$ cat src/rtl/ct_ciu_bmb_bar_sched_if.sv
// Bus bundle between the bmbif kid channels, the scheduler and the BMB broadcast path.
// Optional watchdog error output present when CT_CIU_BMB_SCHED_TIMEOUT_EN is defined.
interface ct_ciu_bmb_bar_sched_if #(
  parameter int NUM_CH = 4,
  parameter int CH_W   = 2
);
  logic [NUM_CH-1:0]   ch_bar_req;
  logic [NUM_CH*9-1:0] ch_req_bus;
  logic [NUM_CH*3-1:0] ch_mid;
  logic [NUM_CH-1:0]   ch_bar_grant;
  logic                sched_bmb_vld;
  logic                bmb_sched_rdy;
  logic [8:0]          sched_bmb_req_bus;
  logic [2:0]          sched_bmb_mid;
  logic [CH_W-1:0]     sched_bmb_ch;
  logic                bmb_cmplt_vld;
  logic [CH_W-1:0]     bmb_cmplt_ch;
  logic                sync_req;
  logic                sync_ack;
  logic                sched_idle;
`ifdef CT_CIU_BMB_SCHED_TIMEOUT_EN
  logic                sched_timeout_err;

  modport master (
    input  ch_bar_req, ch_req_bus, ch_mid, bmb_sched_rdy,
           bmb_cmplt_vld, bmb_cmplt_ch, sync_req,
    output ch_bar_grant, sched_bmb_vld, sched_bmb_req_bus, sched_bmb_mid,
           sched_bmb_ch, sync_ack, sched_idle, sched_timeout_err
  );
  modport slave (
    output ch_bar_req, ch_req_bus, ch_mid, bmb_sched_rdy,
           bmb_cmplt_vld, bmb_cmplt_ch, sync_req,
    input  ch_bar_grant, sched_bmb_vld, sched_bmb_req_bus, sched_bmb_mid,
           sched_bmb_ch, sync_ack, sched_idle, sched_timeout_err
  );
`else
  modport master (
    input  ch_bar_req, ch_req_bus, ch_mid, bmb_sched_rdy,
           bmb_cmplt_vld, bmb_cmplt_ch, sync_req,
    output ch_bar_grant, sched_bmb_vld, sched_bmb_req_bus, sched_bmb_mid,
           sched_bmb_ch, sync_ack, sched_idle
  );
  modport slave (
    output ch_bar_req, ch_req_bus, ch_mid, bmb_sched_rdy,
           bmb_cmplt_vld, bmb_cmplt_ch, sync_req,
    input  ch_bar_grant, sched_bmb_vld, sched_bmb_req_bus, sched_bmb_mid,
           sched_bmb_ch, sync_ack, sched_idle
  );
`endif
endinterface

$ cat src/rtl/ct_ciu_bmb_bar_sched.sv
// Round-robin, credit-gated barrier scheduler onto the shared BMB issue path, with drain/sync.
// Define CT_CIU_BMB_SCHED_TIMEOUT_EN to add the sticky SEND-stall watchdog (sched_timeout_err).
module ct_ciu_bmb_bar_sched #(
  parameter int NUM_CH    = 4,
  parameter int CH_W      = 2,
  parameter int MAX_OUTST = 3,
  parameter int CNT_W     = 2
) (
  input logic                    forever_cpuclk,
  input logic                    cpurst,
  ct_ciu_bmb_bar_sched_if.master bif
);

  typedef enum logic [1:0] {S_IDLE, S_SEND, S_DRAIN} state_t;

  state_t           r_state;
  logic [CNT_W-1:0] r_cnt [NUM_CH];
  logic [CH_W-1:0]  r_rr_ptr;
  logic [CH_W-1:0]  r_ch;
  logic [8:0]       r_bus;
  logic [2:0]       r_mid;
  logic             r_vld;
  logic             r_sync_ack;

  logic [NUM_CH-1:0] w_elig;
  logic [NUM_CH-1:0] w_inc;
  logic [NUM_CH-1:0] w_dec;
  logic [CH_W-1:0]   w_win;
  logic              w_any_elig;
  logic              w_all_zero;
  logic              w_hs;

  assign w_hs = r_vld & bif.bmb_sched_rdy;

  always_comb begin
    w_all_zero = 1'b1;
    for (int i = 0; i < NUM_CH; i++) begin
      w_elig[i] = bif.ch_bar_req[i] & (r_cnt[i] < CNT_W'(MAX_OUTST));
      w_inc[i]  = w_hs & (r_ch == CH_W'(i));
      // Completions to an idle counter are dropped so the counter never wraps below zero.
      w_dec[i]  = bif.bmb_cmplt_vld & (bif.bmb_cmplt_ch == CH_W'(i)) & (r_cnt[i] != '0);
      if (r_cnt[i] != '0) w_all_zero = 1'b0;
    end
  end

  // Scan downward so the lowest offset from the round-robin pointer is the one left standing.
  always_comb begin
    w_win      = '0;
    w_any_elig = 1'b0;
    for (int k = NUM_CH - 1; k >= 0; k--) begin
      if (w_elig[CH_W'((int'(r_rr_ptr) + k) % NUM_CH)]) begin
        w_win      = CH_W'((int'(r_rr_ptr) + k) % NUM_CH);
        w_any_elig = 1'b1;
      end
    end
  end

  always_ff @(posedge forever_cpuclk or posedge cpurst) begin
    if (cpurst) begin
      for (int i = 0; i < NUM_CH; i++) r_cnt[i] <= '0;
    end else begin
      for (int i = 0; i < NUM_CH; i++) begin
        if (w_inc[i] && !w_dec[i])      r_cnt[i] <= r_cnt[i] + CNT_W'(1);
        else if (w_dec[i] && !w_inc[i]) r_cnt[i] <= r_cnt[i] - CNT_W'(1);
      end
    end
  end

  always_ff @(posedge forever_cpuclk or posedge cpurst) begin
    if (cpurst) begin
      r_state    <= S_IDLE;
      r_rr_ptr   <= '0;
      r_ch       <= '0;
      r_bus      <= '0;
      r_mid      <= '0;
      r_vld      <= 1'b0;
      r_sync_ack <= 1'b0;
    end else begin
      r_sync_ack <= 1'b0;
      case (r_state)
        S_IDLE: begin
          if (bif.sync_req) begin
            r_state <= S_DRAIN;
          end else if (w_any_elig) begin
            r_ch    <= w_win;
            r_bus   <= bif.ch_req_bus[int'(w_win)*9 +: 9];
            r_mid   <= bif.ch_mid[int'(w_win)*3 +: 3];
            r_vld   <= 1'b1;
            r_state <= S_SEND;
          end
        end
        S_SEND: begin
          if (bif.bmb_sched_rdy) begin
            r_vld    <= 1'b0;
            r_rr_ptr <= (r_ch == CH_W'(NUM_CH - 1)) ? '0 : r_ch + CH_W'(1);
            r_state  <= S_IDLE;
          end
        end
        S_DRAIN: begin
          if (!bif.sync_req) begin
            r_state <= S_IDLE;
          end else if (w_all_zero) begin
            r_sync_ack <= 1'b1;
            r_state    <= S_IDLE;
          end
        end
        default: r_state <= S_IDLE;
      endcase
    end
  end

  assign bif.ch_bar_grant      = w_inc;
  assign bif.sched_bmb_vld     = r_vld;
  assign bif.sched_bmb_req_bus = r_bus;
  assign bif.sched_bmb_mid     = r_mid;
  assign bif.sched_bmb_ch      = r_ch;
  assign bif.sync_ack          = r_sync_ack;
  assign bif.sched_idle        = (r_state == S_IDLE) & w_all_zero;

`ifdef CT_CIU_BMB_SCHED_TIMEOUT_EN
  logic [7:0] r_wdog;
  logic       r_tmo_err;

  // Counts stalled SEND cycles, saturating; the error is sticky until reset.
  always_ff @(posedge forever_cpuclk or posedge cpurst) begin
    if (cpurst) begin
      r_wdog    <= '0;
      r_tmo_err <= 1'b0;
    end else begin
      if (r_state == S_SEND && !bif.bmb_sched_rdy) begin
        if (r_wdog != 8'hFF) r_wdog <= r_wdog + 8'd1;
      end else begin
        r_wdog <= '0;
      end
      if (r_wdog == 8'hFF) r_tmo_err <= 1'b1;
    end
  end

  assign bif.sched_timeout_err = r_tmo_err;
`endif

endmodule

$ cat src/flat_wrapper.sv
// flat-port wrapper written by rule: the top's interface ports become plain ports
module ct_ciu_bmb_bar_sched_flat 
#(
  parameter int NUM_CH    = 4,
  parameter int CH_W      = 2,
  parameter int MAX_OUTST = 3,
  parameter int CNT_W     = 2
)
  (forever_cpuclk, cpurst, bif_ch_bar_req, bif_ch_req_bus, bif_ch_mid, bif_bmb_sched_rdy, bif_bmb_cmplt_vld, bif_bmb_cmplt_ch, bif_sync_req, bif_ch_bar_grant, bif_sched_bmb_vld, bif_sched_bmb_req_bus, bif_sched_bmb_mid, bif_sched_bmb_ch, bif_sync_ack, bif_sched_idle);
  ct_ciu_bmb_bar_sched_if #(.NUM_CH(NUM_CH), .CH_W(CH_W)) bif_i ();
  input logic forever_cpuclk;
  input logic cpurst;
  input wire logic [$bits(bif_i.ch_bar_req)-1:0] bif_ch_bar_req;
  input wire logic [$bits(bif_i.ch_req_bus)-1:0] bif_ch_req_bus;
  input wire logic [$bits(bif_i.ch_mid)-1:0] bif_ch_mid;
  input wire logic [$bits(bif_i.bmb_sched_rdy)-1:0] bif_bmb_sched_rdy;
  input wire logic [$bits(bif_i.bmb_cmplt_vld)-1:0] bif_bmb_cmplt_vld;
  input wire logic [$bits(bif_i.bmb_cmplt_ch)-1:0] bif_bmb_cmplt_ch;
  input wire logic [$bits(bif_i.sync_req)-1:0] bif_sync_req;
  output wire logic [$bits(bif_i.ch_bar_grant)-1:0] bif_ch_bar_grant;
  output wire logic [$bits(bif_i.sched_bmb_vld)-1:0] bif_sched_bmb_vld;
  output wire logic [$bits(bif_i.sched_bmb_req_bus)-1:0] bif_sched_bmb_req_bus;
  output wire logic [$bits(bif_i.sched_bmb_mid)-1:0] bif_sched_bmb_mid;
  output wire logic [$bits(bif_i.sched_bmb_ch)-1:0] bif_sched_bmb_ch;
  output wire logic [$bits(bif_i.sync_ack)-1:0] bif_sync_ack;
  output wire logic [$bits(bif_i.sched_idle)-1:0] bif_sched_idle;
  assign bif_i.ch_bar_req = bif_ch_bar_req;
  assign bif_i.ch_req_bus = bif_ch_req_bus;
  assign bif_i.ch_mid = bif_ch_mid;
  assign bif_i.bmb_sched_rdy = bif_bmb_sched_rdy;
  assign bif_i.bmb_cmplt_vld = bif_bmb_cmplt_vld;
  assign bif_i.bmb_cmplt_ch = bif_bmb_cmplt_ch;
  assign bif_i.sync_req = bif_sync_req;
  assign bif_ch_bar_grant = bif_i.ch_bar_grant;
  assign bif_sched_bmb_vld = bif_i.sched_bmb_vld;
  assign bif_sched_bmb_req_bus = bif_i.sched_bmb_req_bus;
  assign bif_sched_bmb_mid = bif_i.sched_bmb_mid;
  assign bif_sched_bmb_ch = bif_i.sched_bmb_ch;
  assign bif_sync_ack = bif_i.sync_ack;
  assign bif_sched_idle = bif_i.sched_idle;
  ct_ciu_bmb_bar_sched #(.NUM_CH(NUM_CH), .CH_W(CH_W), .MAX_OUTST(MAX_OUTST), .CNT_W(CNT_W)) u_core (.forever_cpuclk(forever_cpuclk), .cpurst(cpurst), .bif(bif_i));
endmodule
$ cat config.mk
export PLATFORM = sky130hd
export DESIGN_NAME = ct_ciu_bmb_bar_sched_flat
export DESIGN_NICKNAME = d
export VERILOG_FILES = /design/src/rtl/ct_ciu_bmb_bar_sched_if.sv /design/src/rtl/ct_ciu_bmb_bar_sched.sv /design/src/flat_wrapper.sv
export SDC_FILE = /design/constraint.sdc
export NUM_CORES = 1
export LEC_CHECK = 0
export CAP_MARGIN = 15
export CORE_UTILIZATION = 45
export DETAILED_ROUTE_END_ITERATION = 6
export PLACE_DENSITY = 0.85
export SLEW_MARGIN = 20
export SYNTH_ARGS = -nofsm -noshare
export SYNTH_HDL_FRONTEND = slang
export SYNTH_SLANG_ARGS = --single-unit
$ cat constraint.sdc
create_clock -name forever_cpuclk -period 4.1 [get_ports forever_cpuclk]
set_clock_uncertainty 0.05 [all_clocks]
set_input_delay 0.41 -clock forever_cpuclk [delete_from_list [all_inputs] [get_ports forever_cpuclk]]
set_output_delay 0.41 -clock forever_cpuclk [all_outputs]
set_load 0.01 [all_outputs]
==> results.py, run 1 <==
metrics = {
    "status": {
        "status": "finished, final reports clean",
    },
    "drt": {
        "antenna_left": 0,
        "routed_via_density": 5.44,
        "vias": 1644,
        "drc": 0,
        "wl_per_cell_microns": 14.7,
        "drt_iter0_markers": 49,
        "wirelength_microns": 4450,
        "dr.pass1.iters": 4,
    },
    "pwr": {
        "p_sw_share_pct": 40.7,
        "seqPwrFrac_pct": 35.4,
        "combPwrFrac_pct": 54.3,
        "switchingPower_uw": 614,
        "p_int_uw": 896,
        "p_clk_share_pct": 10.2,
        "cellLeakagePower_nw": 1.12,
        "peakVddDrop_uv": 273,
        "finalPower_mw": 1.51,
        "p_per_area_nw_per_um2": 564,
    },
    "clock_tree": {
        "cts_tree": "built",
        "cts_buffers": 3,
        "cts_buffer_depth": 2,
        "cts-resized-gates": 0,
        "htreeDepth": 1,
        "clock-sinks": 28,
        "clockRootBuffer": "clkbuf_8",
        "hold_buffers": 0,
        "clkLatencyLatePin_ns": 0.28,
        "clkSlewWorstSetupHoldPaths_ns": 0.09,
        "cts_setup_buffers": 0,
    },
    "sta": {
        "rsz0062_at_grt": "false",
        "fmax_ghz": 0.372,
        "hold_viol_final": 0,
        "slew_headroom_pct": 46.9,
        "slew_violations": 0,
        "setup_tns_ns": 0,
        "fin_crit_ns": 2.69,
        "worst_pin_slew_ns": 0.797,
        "fin_hold_ws_ns": 0.441,
        "finalSetupViolCount": 0,
        "final.period_utilization_pct": 65.5,
    },
    "worst_setup_path": {
        "path_class": "input port to flip-flop",
        "cp.required_ns": 4.20,
        "rrSetupSlack_ns": 1.59,
        "path_max_fanout": 18,
        "r2r-start": "u_core.r_cnt[0]",
        "crit_arrival_ns": 2.78,
        "worstSetupStartpointType": "input port",
        "crit_path_end_kind": "flip-flop",
        "ff2ff_path_depth": 7,
        "r2r-end": "u_core.bif.sched_bmb_mid[1]",
    },
    "logic_synthesis": {
        "yosysSeqAreaShare_pct": 38.5,
        "synth-warning-count": 0,
        "synth_edf_count": 0,
        "ys_seq_elements": 28,
        "synth.avg_cell_area_sq_um": 10.2,
        "synthCells": 178,
        "synth_area_sq_um": 1820,
        "synth_nets": 245,
        "ys.flop_type": "dfrtp_1",
        "async_flop_share_pct": 100,
        "synth_cell_types": 38,
    },
    "hold_path": {
        "min_path_type": "input port to asynchronous set/reset pin",
    },
    "die": {
        "core_sq_um": 3770,
        "io_pins": 80,
        "start_util_pct": 48.2,
        "die_w_microns": 65.6,
        "die_height_microns": 65.6,
        "rows": 22,
        "dieArea_sq_um": 4300,
    },
    "placement": {
        "dp_hpwl_microns": 3460,
        "gp_congestion": 0.776,
        "port_buffers": 79,
    },
    "cells_and_area": {
        "seq_area_sq_um": 701,
        "layout_common_cells": "clkdlybuf4s50_1, dfrtp_1, nor2_1",
        "fillers": 294,
        "diodes": 0,
        "area_growth_pct": 47.2,
        "final_common_cell": "clkdlybuf4s50_1",
        "fin_nets": 323,
        "drive_gt1_share_pct": 9.45,
        "multiInputGateArea_sq_um": 1050,
    },
    "global_route": {
        "grt_overflow_total": 0,
        "grt_max_degree": 29,
        "antenna_found_initial": 0,
        "grt_pass1_vias": 1598,
        "grt_pass1_wl_microns": 6740,
        "track_usage_pct": 20.9,
    },
    "job": {
        "cap_violations": 0,
    },
}
==> through the flow <==
stage / utilization [%] / std cells / cell area, sq um / setup slack (ns)
after floorplan: - / 178 / 1820 / 2.11
after global placement: 69.9 / 299 / 2640 / 1.23
after detailed placement: 69.9 / 299 / 2640 / 1.10
after CTS: 71.0 / 302 / 2680 / 1.41
after global routing: 71.0 / 302 / 2680 / 1.31
final: 71.0 / 302 / 2680 / 1.41
==> cells in the mapped netlist (2+ instances only) <==
cell type	count	area [sq um]
clkbuf_1	3	11.3
buf_2	3	15.0
ha_1	8	100
nand2b_1	2	12.5
and3_1	16	100
xnor2_1	4	35.0
a211oi_1	15	113
and2_1	2	12.5
inv_1	4	15.0
xor2_1	8	70.1
nand2_1	10	37.5
nor2_1	24	90.1
a21bo_2	3	30.0
o21ai_0	3	15.0
a211oi_2	9	113
a21oi_1	2	10.0
dfrtp_1	28	701
buf_6	2	22.5
mux2i_1	13	130
==> kinds of logic (layout without fill, tap and decap cells) <==
| logic type | count (synthesis) | count (layout) | synth area share (%) |
|---|---|---|---|
| AO/OA/AOI/OAI | 43 | 43 | 21.2 |
| multiplexers | 14 | 14 | 7.77 |
| flip-flops | 28 | 28 | 38.5 |
| AND/OR/NAND/NOR | 61 | 61 | 17.7 |
| adder cells (fa/ha/maj) | 8 | 8 | 5.50 |
| XOR/XNOR | 12 | 12 | 5.78 |
| buffers and inverters | 12 | 88 | 3.51 |
==> cell type report <==
| cell class | count | area share [%] |
|---|---|---|
| Sequential cell | 28 | 26.2 |
| Multi-Input combinational cell | 138 | 39.4 |
| Clock buffer | 3 | 1.54 |
| Timing Repair Buffer | 81 | 30.1 |
| Inverter | 4 | 0.561 |
| Tap cell | 48 | 2.24 |
==> power by group through the flow <==
stage	Clock, mW	Sequential, mW	Combinational, mW
global placement	0	0.534	0.804
detailed placement	0	0.539	0.822
CTS	0.153	0.534	0.826
floorplan	0	0.547	0.491
finish	0.155	0.536	0.820
global route	0.163	0.550	0.889
==> worst max-delay path, stage by stage <==
cell and delay, ns:
clkdlybuf4s50_1 0.49, a21bo_2 0.26, a41oi_2 0.23, nor3b_4 0.21
buf_4 0.25, o2111ai_2 0.45, a211oi_1 0.40, a211oi_1 0.09
==> worst max-delay path by stage <==
stage | from | to | slack [ns] | cells after the start
floorplan | u_core.r_cnt[0] | u_core.bif.sched_bmb_mid[0] | 2.11 | 7
global placement | bif_ch_bar_req[1] | u_core.bif.sched_bmb_mid[2] | 1.23 | 8
detailed placement | bif_ch_bar_req[1] | u_core.bif.sched_bmb_mid[1] | 1.10 | 8
CTS | bif_ch_bar_req[1] | u_core.bif.sched_bmb_mid[1] | 1.41 | 8
global route | bif_ch_bar_req[1] | u_core.bif.sched_bmb_mid[1] | 1.31 | 8
finish | bif_ch_bar_req[1] | u_core.bif.sched_bmb_mid[1] | 1.41 | 8
==> routing by layer <==
metal  track usage [%]  share of wire, %
met5                 0                 0
met4              8.15               1.3
met3              6.77               8.6
met2              38.4                50
met1              21.6                40
==> state kept, by name, summed over array words and instances (netlist names) <==
register                      flops
u_core.bif.sched_bmb_req_bus      9
u_core.r_cnt                      8
u_core.bif.sched_bmb_mid          3
u_core.bif.sched_bmb_ch           2
u_core.r_rr_ptr                   2
u_core.r_state                    2
u_core.bif.sched_bmb_vld          1
u_core.bif.sync_ack               1
(Power assumes the default switching activity.)
==> inputs of run 2 (changes only) <==
--- a/config.mk
+++ b/config.mk
@@ -6,9 +6,9 @@
 export NUM_CORES = 1
 export LEC_CHECK = 0
 export CAP_MARGIN = 15
-export CORE_UTILIZATION = 45
+export CORE_UTILIZATION = 38
 export DETAILED_ROUTE_END_ITERATION = 6
-export PLACE_DENSITY = 0.85
+export PLACE_DENSITY = 0.77
 export SLEW_MARGIN = 20
 export SYNTH_ARGS = -nofsm -noshare
 export SYNTH_HDL_FRONTEND = slang
==> constraint.sdc (replaced) <==
create_clock -name forever_cpuclk -period 2.3 [get_ports forever_cpuclk]
set_clock_uncertainty 0.05 [all_clocks]
set_input_delay 0.23 -clock forever_cpuclk [delete_from_list [all_inputs] [get_ports forever_cpuclk]]
set_output_delay 0.23 -clock forever_cpuclk [all_outputs]
set_load 0.01 [all_outputs]
==> results.py, run 2 (same netlist as run 1, synthesis figures left out) <==
metrics = {
    "sta": {
        "fmax_ghz": 0.454,
        "final.period_utilization_pct": 95.7,
        "slew_violations": 0,
        "hold_viol_final": 0,
        "worst_pin_slew_ns": 0.371,
        "fin_crit_ns": 2.20,
        "finalSetupViolCount": 0,
        "fin_hold_ws_ns": 0.253,
        "rsz0062_at_grt": "false",
        "slew_headroom_pct": 75.1,
    },
    "worst_setup_path": {
        "ff2ff_path_depth": 7,
        "slowest_stage": "clkdlybuf4s50_1",
        "crit_chain": "nor2_1 -> and4_1 -> nor3b_1 -> clkdlybuf4s50_1",
        "r2r-start": "u_core.r_cnt[0]",
        "path_class": "flip-flop to primary output",
        "crit_path_end_kind": "primary output",
        "cp.required_ns": 2.02,
        "rrSetupSlack_ns": 0.27,
        "worst-path-buf-inv": 1,
        "crit_arrival_ns": 1.92,
        "r2r-end": "u_core.bif.sched_bmb_mid[1]",
        "path_max_fanout": 5,
        "max_stage_delay_ns": 0.56,
        "cp_top_family": "simple AND/OR/NAND/NOR gates",
        "worstSetupStartpointType": "flip-flop",
    },
    "clock_tree": {
        "clkSlewWorstSetupHoldPaths_ns": 0.10,
        "clkLatencyLatePin_ns": 0.29,
        "cts-resized-gates": 0,
        "hold_buffers": 0,
        "cts_buffer_depth": 2,
        "cts_tree": "built",
        "cts_buffers": 3,
        "htreeDepth": 1,
        "clock-sinks": 28,
        "clockRootBuffer": "clkbuf_8",
        "cts_setup_buffers": 0,
    },
    "die": {
        "io_pins": 80,
        "start_util_pct": 40.7,
        "dieArea_sq_um": 5070,
        "die_w_microns": 71.2,
        "rows": 24,
        "die_height_microns": 71.2,
        "core_sq_um": 4470,
    },
    "cells_and_area": {
        "layout_common_cells": "clkdlybuf4s50_1, dfrtp_1, nor2_1",
        "largest_reg_flops": 9,
        "stdcell_count": 317,
        "area_growth_pct": 55.3,
        "final_common_cell": "clkdlybuf4s50_1",
        "drive_gt1_share_pct": 12.8,
        "fillers": 368,
        "fin_nets": 333,
        "diodes": 0,
        "fin_util_pct": 63.1,
    },
    "global_route": {
        "grt_pass1_vias": 1761,
        "grt_max_degree": 29,
        "track_usage_pct": 20.4,
        "grt_pass1_wl_microns": 8030,
        "grt_overflow_total": 0,
        "antenna_found_initial": 0,
    },
    "drt": {
        "routed_via_density": 5.39,
        "wirelength_microns": 4760,
        "antenna_left": 0,
        "vias": 1709,
        "drt_iter0_markers": 112,
        "dr.pass1.iters": 6,
        "drc": 4,
        "wl_per_cell_microns": 15.0,
    },
    "status": {
        "violations": "design-rule violations",
        "status": "finished, violations left",
    },
    "hold_path": {
        "min_path_type": "input port to asynchronous set/reset pin",
    },
    "placement": {
        "dp_cells": 313,
        "gp_congestion": 0.801,
        "dp_hpwl_microns": 3760,
        "port_buffers": 79,
    },
    "pwr": {
        "peakVddDrop_uv": 590,
        "p_per_area_nw_per_um2": 1060,
        "finalPower_mw": 2.99,
        "cellLeakagePower_nw": 1.20,
    },
    "job": {
        "cap_violations": 0,
    },
}
[run 2: layout make-up]
class                      count  area (sq um)  area share, %
clock inverter                 1          30.0           1.06
timing repair buffer          91           918           32.5
inverter                       4          15.0          0.531
tap                           52          65.1           2.30
sequential                    28           701           24.8
multi-input combinational    138          1050           37.3
clock buffer                   3          41.3           1.46
[run 2: worst reg2reg max path: cells and delay by family (launching register included)]
kind / cells / cell delay (ns)
compound gates: 5 / 0.95
simple gates: 1 / 0.27
buf+inv: 1 / 0.20
flops: 1 / 0.46
[run 2: worst max-delay path by stage]
stage / cells after the start / endpoint / slack [ns] / from
6_report: 4 / bif_sched_idle / 0.1 / u_core.r_cnt[2]
4_1_cts: 4 / bif_sched_idle / 0.09 / u_core.r_cnt[2]
5_1_grt: 4 / bif_sched_idle / 0.02 / u_core.r_cnt[2]
3_3_place_gp: 7 / u_core.bif.sched_bmb_req_bus[6] / 0.04 / bif_ch_bar_req[2]
2_1_floorplan: 7 / u_core.bif.sched_bmb_mid[0] / 0.31 / u_core.r_cnt[0]
3_5_place_dp: 7 / u_core.bif.sched_bmb_req_bus[8] / -0.02 / bif_ch_bar_req[2]
[run 2: routing by layer]
metal	part of all wire, %	wire length (microns)	GRT usage [%]	vias to the layer above
li1	-	-	-	828
met1	42	1980	24.9	794
met2	48	2290	34.9	80
met3	8.6	408	5.13	7
met4	1.5	73	7.33	0
met5	0	0	0	-
[run 2: per-stage QoR]
| stage | setup TNS, ns | area (sq um) | setup WS (ns) |
|---|---|---|---|
| global placement | 0 | 2750 | 0.0407 |
| detailed placement | -0.0309 | 2750 | -0.0240 |
| CTS | 0 | 2830 | 0.0877 |
| floorplan | 0 | 1820 | 0.310 |
| global route | 0 | 2830 | 0.0218 |
| finish | 0 | 2830 | 0.0989 |
[run 2: where the power goes]
part,leakage (nW),switching [mW],internal [mW]
registers,0.326,0.237,0.719
logic,0.834,0.735,0.897
clock network,0.0357,0.167,0.234
==> inputs of run 3 (changes only) <==
--- a/config.mk
+++ b/config.mk
@@ -5,9 +5,11 @@
 export SDC_FILE = /design/constraint.sdc
 export NUM_CORES = 1
 export LEC_CHECK = 0
+export ABC_CLOCK_PERIOD_IN_PS = 2300
 export CAP_MARGIN = 15
 export CORE_UTILIZATION = 38
 export DETAILED_ROUTE_END_ITERATION = 6
+export GPL_ROUTABILITY_DRIVEN = 0
 export PLACE_DENSITY = 0.77
 export SLEW_MARGIN = 20
 export SYNTH_ARGS = -nofsm -noshare
==> results of run 3 <==
Final layout, timing and power as in run 2 (identical DEF).
